File: src/rtl/mult_wb_merge_pkg.sv
// rtl/mult_wb_merge_pkg.sv - shared depth/pointer parameters and port-select encoding for the writeback merge
package mult_wb_merge_pkg;

    localparam int WB_FIFO_DEPTH = 4;
    localparam int WB_PTR_W      = $clog2(WB_FIFO_DEPTH);

    // Which source owns the register-file write port this cycle
    typedef enum logic [1:0] {
        SEL_NONE   = 2'd0,
        SEL_MAIN   = 2'd1,
        SEL_FIFO   = 2'd2,
        SEL_BYPASS = 2'd3
    } wb_sel_e;

endpackage

File: src/rtl/mult_wb_merge_wb_fifo.sv
// rtl/mult_wb_merge_wb_fifo.sv - multiply-result ring buffer with per-address invalidate and youngest-match lookup
module wb_fifo
    import mult_wb_merge_pkg::*;
#(
    parameter int ADDR_W = 5,
    parameter int DATA_W = 32,
    parameter int DEPTH  = WB_FIFO_DEPTH,
    localparam int PTR_W = $clog2(DEPTH),
    localparam int CNT_W = $clog2(DEPTH + 1)
) (
    input  logic              clk,
    input  logic              rst_n,
    input  logic              push,
    input  logic [ADDR_W-1:0] push_addr,
    input  logic [DATA_W-1:0] push_data,
    input  logic              pop,
    input  logic              inv_en,
    input  logic [ADDR_W-1:0] inv_addr,
    input  logic [ADDR_W-1:0] lookup_addr,
    output logic              head_valid,
    output logic [ADDR_W-1:0] head_addr,
    output logic [DATA_W-1:0] head_data,
    output logic              empty,
    output logic              full,
    output logic [CNT_W-1:0]  count_next,
    output logic              hit,
    output logic [DATA_W-1:0] hit_data
);

    logic [DEPTH-1:0]  vld;
    logic [ADDR_W-1:0] addr_q [DEPTH];
    logic [DATA_W-1:0] data_q [DEPTH];
    logic [PTR_W-1:0]  rd_ptr;
    logic [PTR_W-1:0]  wr_ptr;
    logic [CNT_W-1:0]  cnt;
    logic [PTR_W-1:0]  idx;

    assign empty      = (cnt == '0);
    assign full       = (cnt == CNT_W'(DEPTH));
    assign count_next = cnt + CNT_W'(push) - CNT_W'(pop);
    assign head_valid = vld[rd_ptr];
    assign head_addr  = addr_q[rd_ptr];
    assign head_data  = data_q[rd_ptr];

    // Pop clears before push sets, so a full push+pop on the same slot keeps the new entry
    always_ff @(posedge clk or negedge rst_n) begin
        if (!rst_n) begin
            vld    <= '0;
            rd_ptr <= '0;
            wr_ptr <= '0;
            cnt    <= '0;
        end else begin
            for (int i = 0; i < DEPTH; i++) begin
                if (inv_en && (addr_q[i] == inv_addr)) begin
                    vld[i] <= 1'b0;
                end
            end
            if (pop) begin
                vld[rd_ptr] <= 1'b0;
                rd_ptr      <= rd_ptr + PTR_W'(1);
            end
            if (push) begin
                vld[wr_ptr] <= 1'b1;
                wr_ptr      <= wr_ptr + PTR_W'(1);
            end
            cnt <= count_next;
        end
    end

    always_ff @(posedge clk) begin
        if (push) begin
            addr_q[wr_ptr] <= push_addr;
            data_q[wr_ptr] <= push_data;
        end
    end

    // Walk oldest to youngest so the last match seen is the youngest
    always_comb begin
        hit      = 1'b0;
        hit_data = '0;
        idx      = rd_ptr;
        for (int k = 0; k < DEPTH; k++) begin
            idx = rd_ptr + PTR_W'(k);
            if (vld[idx] && (addr_q[idx] == lookup_addr)) begin
                hit      = 1'b1;
                hit_data = data_q[idx];
            end
        end
    end

endmodule

File: src/rtl/mult_wb_merge.sv
// rtl/mult_wb_merge.sv - merges multiply results with main writeback onto one RF port (option: MULT_OVF_TRAP_EN)
module mult_wb_merge
    import mult_wb_merge_pkg::*;
#(
    parameter int REG_ADDR = 5,
    parameter int REG_SIZE = 32,
    parameter int DEPTH    = WB_FIFO_DEPTH
) (
    input  logic                clk,
    input  logic                rst_n,
    input  logic                mult_we,
    input  logic [REG_ADDR-1:0] mult_waddr,
    input  logic [REG_SIZE-1:0] mult_wdata,
    input  logic                mult_ovf,
    input  logic                main_we,
    input  logic [REG_ADDR-1:0] main_waddr,
    input  logic [REG_SIZE-1:0] main_wdata,
    input  logic [REG_ADDR-1:0] lookup_addr,
    output logic                rf_we,
    output logic [REG_ADDR-1:0] rf_waddr,
    output logic [REG_SIZE-1:0] rf_wdata,
    output logic                stall_mult,
    output logic                lookup_hit,
    output logic [REG_SIZE-1:0] lookup_data,
    output logic                err_drop
`ifdef MULT_OVF_TRAP_EN
    ,
    output logic                ovf_trap
`endif
);

    localparam int CNT_W = $clog2(DEPTH + 1);

    wb_sel_e             sel;
    logic                main_ok;
    logic                mult_kill;
    logic                mult_ok;
    logic                push_req;
    logic                push;
    logic                pop;
    logic                drop;
    logic                fifo_empty;
    logic                fifo_full;
    logic                head_valid;
    logic [REG_ADDR-1:0] head_addr;
    logic [REG_SIZE-1:0] head_data;
    logic [CNT_W-1:0]    count_next;
    logic                fifo_hit;
    logic [REG_SIZE-1:0] fifo_hit_data;

    assign main_ok   = main_we && (main_waddr != '0);
    // Main pipe is younger, so a same-cycle mult to the same register is stale
    assign mult_kill = main_ok && (mult_waddr == main_waddr);

`ifdef MULT_OVF_TRAP_EN
    assign mult_ok = mult_we && !mult_ovf && (mult_waddr != '0) && !mult_kill;

    always_ff @(posedge clk or negedge rst_n) begin
        if (!rst_n) begin
            ovf_trap <= 1'b0;
        end else begin
            ovf_trap <= mult_we && mult_ovf;
        end
    end
`else
    logic unused_ovf;
    assign unused_ovf = mult_ovf;
    assign mult_ok    = mult_we && (mult_waddr != '0) && !mult_kill;
`endif

    always_comb begin
        sel = SEL_NONE;
        if (main_ok) begin
            sel = SEL_MAIN;
        end else if (!fifo_empty) begin
            sel = SEL_FIFO;
        end else if (mult_ok) begin
            sel = SEL_BYPASS;
        end
    end

    assign pop      = (sel == SEL_FIFO);
    assign push_req = mult_ok && (sel != SEL_BYPASS);
    assign push     = push_req && (!fifo_full || pop);
    assign drop     = push_req && fifo_full && !pop;

    wb_fifo #(
        .ADDR_W (REG_ADDR),
        .DATA_W (REG_SIZE),
        .DEPTH  (DEPTH)
    ) u_fifo (
        .clk         (clk),
        .rst_n       (rst_n),
        .push        (push),
        .push_addr   (mult_waddr),
        .push_data   (mult_wdata),
        .pop         (pop),
        .inv_en      (main_ok),
        .inv_addr    (main_waddr),
        .lookup_addr (lookup_addr),
        .head_valid  (head_valid),
        .head_addr   (head_addr),
        .head_data   (head_data),
        .empty       (fifo_empty),
        .full        (fifo_full),
        .count_next  (count_next),
        .hit         (fifo_hit),
        .hit_data    (fifo_hit_data)
    );

    // Invalidated heads pop as no-writes and leave address/data holding
    always_ff @(posedge clk or negedge rst_n) begin
        if (!rst_n) begin
            rf_we    <= 1'b0;
            rf_waddr <= '0;
            rf_wdata <= '0;
        end else begin
            rf_we <= 1'b0;
            case (sel)
                SEL_MAIN: begin
                    rf_we    <= 1'b1;
                    rf_waddr <= main_waddr;
                    rf_wdata <= main_wdata;
                end
                SEL_FIFO: begin
                    rf_we <= head_valid;
                    if (head_valid) begin
                        rf_waddr <= head_addr;
                        rf_wdata <= head_data;
                    end
                end
                SEL_BYPASS: begin
                    rf_we    <= 1'b1;
                    rf_waddr <= mult_waddr;
                    rf_wdata <= mult_wdata;
                end
                default: rf_we <= 1'b0;
            endcase
        end
    end

    // Threshold leaves room for the one result already in flight when stall is seen
    always_ff @(posedge clk or negedge rst_n) begin
        if (!rst_n) begin
            stall_mult <= 1'b0;
            err_drop   <= 1'b0;
        end else begin
            stall_mult <= (count_next >= CNT_W'(DEPTH - 1));
            if (drop) begin
                err_drop <= 1'b1;
            end
        end
    end

    always_comb begin
        lookup_hit  = 1'b0;
        lookup_data = '0;
        if (mult_ok && (mult_waddr == lookup_addr)) begin
            lookup_hit  = 1'b1;
            lookup_data = mult_wdata;
        end else if (fifo_hit) begin
            lookup_hit  = 1'b1;
            lookup_data = fifo_hit_data;
        end
    end

endmodule

File: config.mk
export PLATFORM = sky130hd
export DESIGN_NAME = mult_wb_merge
export DESIGN_NICKNAME = d
export VERILOG_FILES = /design/src/rtl/mult_wb_merge_pkg.sv /design/src/rtl/mult_wb_merge_wb_fifo.sv /design/src/rtl/mult_wb_merge.sv
export SDC_FILE = /design/constraint.sdc
export NUM_CORES = 1
export LEC_CHECK = 0
export CAP_MARGIN = 20
export CELL_PAD_IN_SITES_DETAIL_PLACEMENT = 0
export CELL_PAD_IN_SITES_GLOBAL_PLACEMENT = 1
export CORE_MARGIN = 3
export CORE_UTILIZATION = 37
export CTS_CLUSTER_DIAMETER = 100
export DETAILED_ROUTE_END_ITERATION = 6
export GPL_ROUTABILITY_DRIVEN = 0
export PLACE_DENSITY_LB_ADDON = 0.1
export SLEW_MARGIN = 20
export SYNTH_ARGS = -nofsm -noshare
export SYNTH_HDL_FRONTEND = slang
export SYNTH_HIERARCHICAL = 1
export SYNTH_SLANG_ARGS = --single-unit
File: constraint.sdc
create_clock -name clk -period 5.25 [get_ports clk]
set_input_delay 1.05 -clock clk [delete_from_list [all_inputs] [get_ports clk]]
set_output_delay 1.05 -clock clk [all_outputs]
set_load 0.05 [all_outputs]
After elaboration in Yosys (flattened, before gate mapping) --
Memory sizes are Yosys's and may differ from the RTL's. Index checks and enable logic that the tools add are counted.
Storage, ports and cells: word-level logic and storage cells 113, memories kept 2, register bits after elaboration 51, input port bits 84, output and inout bits 73, memory bits (writable) 148
Memories:
- u_fifo.data_q | words 4, bits a word 32, rd ports 4, clocked after memory_dff 0, write ports 1, line mult_wb_merge_wb_fifo.sv:32 | logic [DATA_W-1:0] data_q [DEPTH];
- u_fifo.addr_q | words 4, bits a word 5, rd ports 8, clocked after memory_dff 0, write ports 1, line mult_wb_merge_wb_fifo.sv:31 | logic [ADDR_W-1:0] addr_q [DEPTH];
Operators by class: reduce and logical (&&, ||, !) cells 29, bitwise operators 3, multiplexer cells 40, magnitude comparators 8, equality and inequality tests 16, $add $sub $neg 6
Operator list (count):
- $mux 32 | 7
- $pmux 32 s3 | 1
- $eq 5x5->1 | 10
- $logic_and 1x1->1 | 19
- $mux 1 | 18
- $lt 2x3->1 const B | 5
- $pmux 5 s3 | 1
- $reduce_bool 5->1 | 2
- $bmux 1 s2 | 4
- $mux 4 | 2
- $mux 2 | 3
- $mux 5 | 1
- $add 2x1->2 const B | 2
- $add 2x2->2 const B | 2
- $and 4x4->4 | 1
- $demux 1 s2 | 2
- $eq 2x2->1 const B | 2
- $ge 2x1->1 const B | 2
- $not 4->4 | 1
- $or 4x4->4 | 1
- $add 3x1->3 | 1
- $eq 3x3->1 const B | 1
- $ge 3x2->1 const B | 1
- $logic_not 1->1 | 3
- 10 further kinds | 10

Longest topological paths before layout --
Gate-level depths: netlist of run 1.
word-level depth 14, mapped depth 20, gate-level depth less buffers 12

By module --
Netlist of run 1, hierarchy kept.
Modules (own cells, without submodules):
- wb_fifo | sequential area each 4719.5 µm², times used 1, cells each 678, area each 10395.0 µm²
- mult_wb_merge | sequential area each 1001.0 µm², times used 1, cells each 407, area each 2961.6 µm²

Least setup slack after synthesis of run 1 --
OpenSTA, ideal clock, no wires.
path kind register to output, from reg u_fifo.rd_ptr[1], to out lookup_data[10], arrival time 4.788 ns, stages on the path, launching flop included 19, path slack -0.588 ns, buffers on the path 9, required time 4.200 ns, path through dfrtp_1 -> buf_2 -> buf_4 -> clkbuf_1 -> clkbuf_1 -> inv_1 -> ha_1 -> buf_2 -> buf_4 -> mux4_2 -> xnor2_1 -> o21ai_0 -> nand4b_1 -> clkbuf_1 -> nand3_1 -> clkbuf_1 -> clkbuf_1 -> nand2_1 -> mux2i_1
Between the ends: word-level cells in the longest chain between the ends 9, elaborated cells between the ends (all ways) 31, those cells by class 3 x add/sub; 4 x eq/ne; 18 x mux; 4 x reduce/logical; 2 x memory
Ends and longest elaborated chain:
- start: declaration | line mult_wb_merge_wb_fifo.sv:33 | logic [PTR_W-1:0] rd_ptr;
- start signal: assignment | line mult_wb_merge_wb_fifo.sv:60 | rd_ptr <= rd_ptr + PTR_W'(1);
- $add 2x1->2, or another cell as far along | line mult_wb_merge_wb_fifo.sv:83 | idx = rd_ptr + PTR_W'(k);
- $mem_v2 4x5, or another cell as far along
- $eq 5x5->1, or another cell as far along | line mult_wb_merge_wb_fifo.sv:84 | if (vld[idx] && (addr_q[idx] == lookup_addr)) begin
- $logic_and 1x1->1 or $mux 1 (tied branches) | line mult_wb_merge_wb_fifo.sv:84
- $mux 1 (2 in a row) | line mult_wb_merge_wb_fifo.sv:84
- $mux 1 * | line mult_wb_merge_wb_fifo.sv:84
- named net fifo_hit | line mult_wb_merge.sv:48 | logic fifo_hit;
- $mux 32 * | line mult_wb_merge.sv:161 | end else if (fifo_hit) begin
- $mux 32 * | line mult_wb_merge.sv:158 | if (mult_ok && (mult_waddr == lookup_addr)) begin
- end: declaration | line mult_wb_merge.sv:24 | output logic [REG_SIZE-1:0] lookup_data,
Mark *: on every way through the listed nets, which the timed path passes. The rest lies on a longest branch. The select of a mux whose other input is x is not followed.

Worst setup path in the final report of run 1 --
from in lookup_addr[4], to out lookup_data[10]
Between the ends: word-level cells in the longest chain between the ends 8, elaborated cells between the ends (all ways) 20, those cells by class 5 x eq/ne; 10 x mux; 5 x reduce/logical
Ends and longest elaborated chain:
- start: declaration | line mult_wb_merge.sv:18 | input logic [REG_ADDR-1:0] lookup_addr,
- $eq 5x5->1 | line mult_wb_merge_wb_fifo.sv:84
- $logic_and 1x1->1 | line mult_wb_merge_wb_fifo.sv:84
- $mux 32 (3 in a row) | line mult_wb_merge_wb_fifo.sv:84
- $mux 32 * | line mult_wb_merge_wb_fifo.sv:84
- named net fifo_hit_data[10] | line mult_wb_merge.sv:49 | logic [REG_SIZE-1:0] fifo_hit_data;
- $mux 32 * | line mult_wb_merge.sv:161
- $mux 32 * | line mult_wb_merge.sv:158
Mark *: on every way through the listed nets, which the timed path passes. The rest lies on a longest branch.

==> metrics.csv, run 1 <==
stage,metric,value,unit
synthesis,syn-num-nets,1180,
cts,root_buffer,clkbuf_16,
worst_setup_path,cp.arrival,4040,ps
route,drtIter0Drc,843,
route,vias_per_cell,6.02,
route,antenna_left,0,
worst_setup_path,cp_cell_sequence,clkdlybuf4s50_1 -> nand2b_1 -> a32oi_1 -> nor3_1 -> a31oi_1 -> or4_2 -> nand2b_4 -> buf_12 -> o221a_1 -> nand2_1 -> mux2i_4 -> buf_12,
worst_setup_path,cp_slowest_cell,or4_2,
route,drc,0,
pwr,p_per_area,571,nW/um^2
worst_setup_path,path_class,input port to primary output,
synthesis,netlist_top_cells_area,"edfxtp_1, mux4_2, dfrtp_1",
global_routing,grt_pass1_vias,10295,
worst_setup_path,start_kind,input port,
synthesis,netlist_area,13400,um^2
worst_setup_path,r2r_slack,2100,ps
timing,finalHoldViolations,0,
timing,tightest_slew,979,ps
synthesis,yosysTopAreaCell,edfxtp_1,
timing,slew_headroom,34.8,%
pwr,pwr-share-seq,24.6,%
global_routing,grt_max_degree,100,
layout,drive_gt1_share,24.0,%
place,hpwlAfterDp,26500,um
synthesis,yosys.cell_count.top_type,edfxtp_1,
route,via_count,10142,
floorplan,io_pins,157,
cts,clock_latency,440,ps
cts,cts_max_path_buffers,2,
layout,regArea,5730,um^2
outcome,status,"complete, no violations",
cts,cts_tree,yes,
synthesis,ys_warn_count,6,
synthesis,ys_ff_latch,199,
worst_setup_path,critPathRequiredTime,4200,ps
place,port_buffers,155,
pwr,power.switching,0.00428,W
layout,n_antenna_cell,0,
floorplan,initial_core_util,38.1,%
timing,clock.fmax,196,MHz
layout,area_growth,26.8,%
synthesis,yosysTopAreaCellShare,33.3,%
global_routing,grt_pass1_wl,63700,um
floorplan,core,35100,um^2
synthesis,netlist_top_cells_count,"edfxtp_1, nand2_1, mux4_2",
floorplan,die_h,196,um
timing,period_needed,5090,ps
timing,post-route-period-util,97.0,%
timing,finalWorstSetupSlack,157,ps
cts,htree_levels,4,
worst_setup_path,cp-end-kind,primary output,
timing,skew,10.9,ps
pwr,p_int,0.00539,W
place,dp_slack,101,ps
cts,cts_hold_buf,0,
pwr,pwr-share-comb,61.6,%
layout,fin_nets,1313,
layout,multi_input_area,7450,um^2
cts,clkSinkCount,199,
route,wire_per_inst,25.0,um
synthesis,synth-edff-count,148,
synthesis,synthArstFlopShare,25.6,%
worst_setup_path,path_delay_family,simple AND/OR/NAND/NOR gates,
global_routing,grt_util_all_layers,21.7,%
pwr,switching_share,44.3,%
floorplan,placementRows,68,
timing,rsz0062_at_grt,false,
worst_hold_path,min_path_type,flip-flop to flip-flop,
worst_setup_path,cp.buffers_inverters,3,
timing,fin_tns_setup,0,ps
layout,fillers,3111,
global_routing,gr-total-overflow,0,
pwr,ir_worst_vdd,0.337,mV
cts,numCtsBuffers,17,
floorplan,die_x,196,um
cts,clkSlewWorstSetupHoldPaths,80,ps
synthesis,avgSynthCellArea,12.3,um^2
route,drt-total-wl,42100,um
timing,drv_slew,0,
timing,finalSetupViolCount,0,
floorplan,die_area,38400,um^2
synthesis,synthCells,1085,
global_routing,antenna_found_initial,0,
run,maxCapViolCount,0,
synthesis,synthFlopType,edfxtp_1,
route,first_pass_iters,4,
worst_setup_path,critPathMostFrequentCell,buf_12,
pwr,clockPowerShare,13.8,%
synthesis,synth_cell_types,50,
pwr,power_leakage,5.98,nW
synthesis,yosysSeqAreaShare,42.8,%
worst_setup_path,crit_path_max_fanout,19,
worst_setup_path,slowest_delay,720,ps
==> cells in the final DEF, fill, tap and decap left out, drive strengths merged, types with 7 or more instances in the layout <==
cell type / n
o22a: 28
nand3: 42
nand2b: 10
inv: 56
xnor2: 27
buf: 91
xor2: 36
mux4: 112
a21oi: 48
edfxtp: 148
nor3: 7
o21ai: 8
o221a: 28
dfrtp: 51
o2111ai: 29
clkbuf: 19
o311ai: 21
nor2: 62
ha: 10
o221ai: 17
nand2: 113
mux2i: 106
clkdlybuf4s50: 121
==> stage by stage <==
step | power (W) | util (%) | cell area, um^2 | hold slack [ps] | cells
3_3_place_gp | 0.00816 | 46.4 | 16300 | 487 | 1647
6_report | 0.00966 | 48.3 | 16900 | 483 | 1686
3_5_place_dp | 0.00820 | 46.4 | 16300 | 464 | 1647
5_1_grt | 0.0102 | 48.3 | 16900 | 499 | 1686
4_1_cts | 0.00956 | 48.1 | 16800 | 486 | 1679
2_1_floorplan | 0.00657 | - | 13700 | 480 | 1085
==> kinds of logic (layout without fill, tap and decap cells) <==
logic type                 after synthesis  in the layout  synth area share [%]
buffers and inverters                  147            293                  4.92
adders and majority gates               11             11                  1.09
and+or+nand+nor                        251            251                  8.30
AOI/OAI and AO/OA                      196            196                  11.9
muxes                                  218            218                  26.8
DFF                                    199            199                  42.8
xor gates and xnor gates                63             63                  4.13
==> worst register-to-register path: stages (launching register included) <==
cell      delay (ps)
dfrtp_4          540
buf_4            300
mux4_2           560
buf_4            270
nand2_1          620
o211ai_1         240
buf_4            300
nor2_1           130
a21oi_1           50
==> layer usage <==
metal | vias to the layer above | global-route usage (%) | part of all wire, %
met4 | 0 | 5.33 | 1.7
met2 | 292 | 36.3 | 49
met5 | - | 0 | 0
met3 | 52 | 3.93 | 4.9
met1 | 5269 | 29.4 | 44
li1 | 4529 | - | -
==> worst paths after layout <==
| kind | from | to | cells past startpoint |
|---|---|---|---|
| min reg2reg | err_drop | err_drop | 1 |
| min in group asynchronous | rst_n | rf_waddr[2] | 1 |
| min | err_drop | err_drop | 1 |
| max reg2reg | u_fifo/rd_ptr[0] | rf_wdata[26] | 8 |
| max in group asynchronous | rst_n | u_fifo/rd_ptr[0] | 2 |
| max | lookup_addr[4] | lookup_data[10] | 12 |
==> sequential cells by signal, summed over array words and instances (netlist names) <==
| name | count |
|---|---|
| stall_mult | 1 |
| u_fifo/vld | 4 |
| u_fifo/data_q | 128 |
| rf_waddr | 5 |
| u_fifo/wr_ptr | 2 |
| u_fifo/cnt | 3 |
| u_fifo/rd_ptr | 2 |
| rf_we | 1 |
| err_drop | 1 |
| u_fifo/addr_q | 20 |
| rf_wdata | 32 |
==> what timing repair did <==
action	in CTS	in global routing
setup buffers	0	6
resized for setup	0	3
endpoints found under the setup margin	0	20
==> cell type report <==
cell class,count,area share (%)
tap,455,3.36
inverter,48,1.06
sequential,199,33.8
timing repair buffer,213,14.3
clock inverter,14,0.931
clock buffer,18,2.53
multi-input combinational,739,44.0
==> power groups by stage <==
stage	registers, W	clock network, W	logic, W
global route	0.00244	0.00144	0.00636
finish	0.00238	0.00133	0.00595
floorplan	0.00288	0	0.00368
detailed placement	0.00241	0	0.00579
CTS	0.00238	0.00137	0.00581
global placement	0.00240	0	0.00576
No activity file was read; power rests on OpenSTA's default activity.
==> run 2: changes to the inputs <==
--- a/config.mk
+++ b/config.mk
@@ -14,7 +14,7 @@
 export DETAILED_ROUTE_END_ITERATION = 6
 export GPL_ROUTABILITY_DRIVEN = 0
 export PLACE_DENSITY_LB_ADDON = 0.1
-export SLEW_MARGIN = 20
+export SLEW_MARGIN = 10
 export SYNTH_ARGS = -nofsm -noshare
 export SYNTH_HDL_FRONTEND = slang
 export SYNTH_HIERARCHICAL = 1
==> results of run 2 <==
The final DEF is identical to that of run 1; final timing and power are the same.
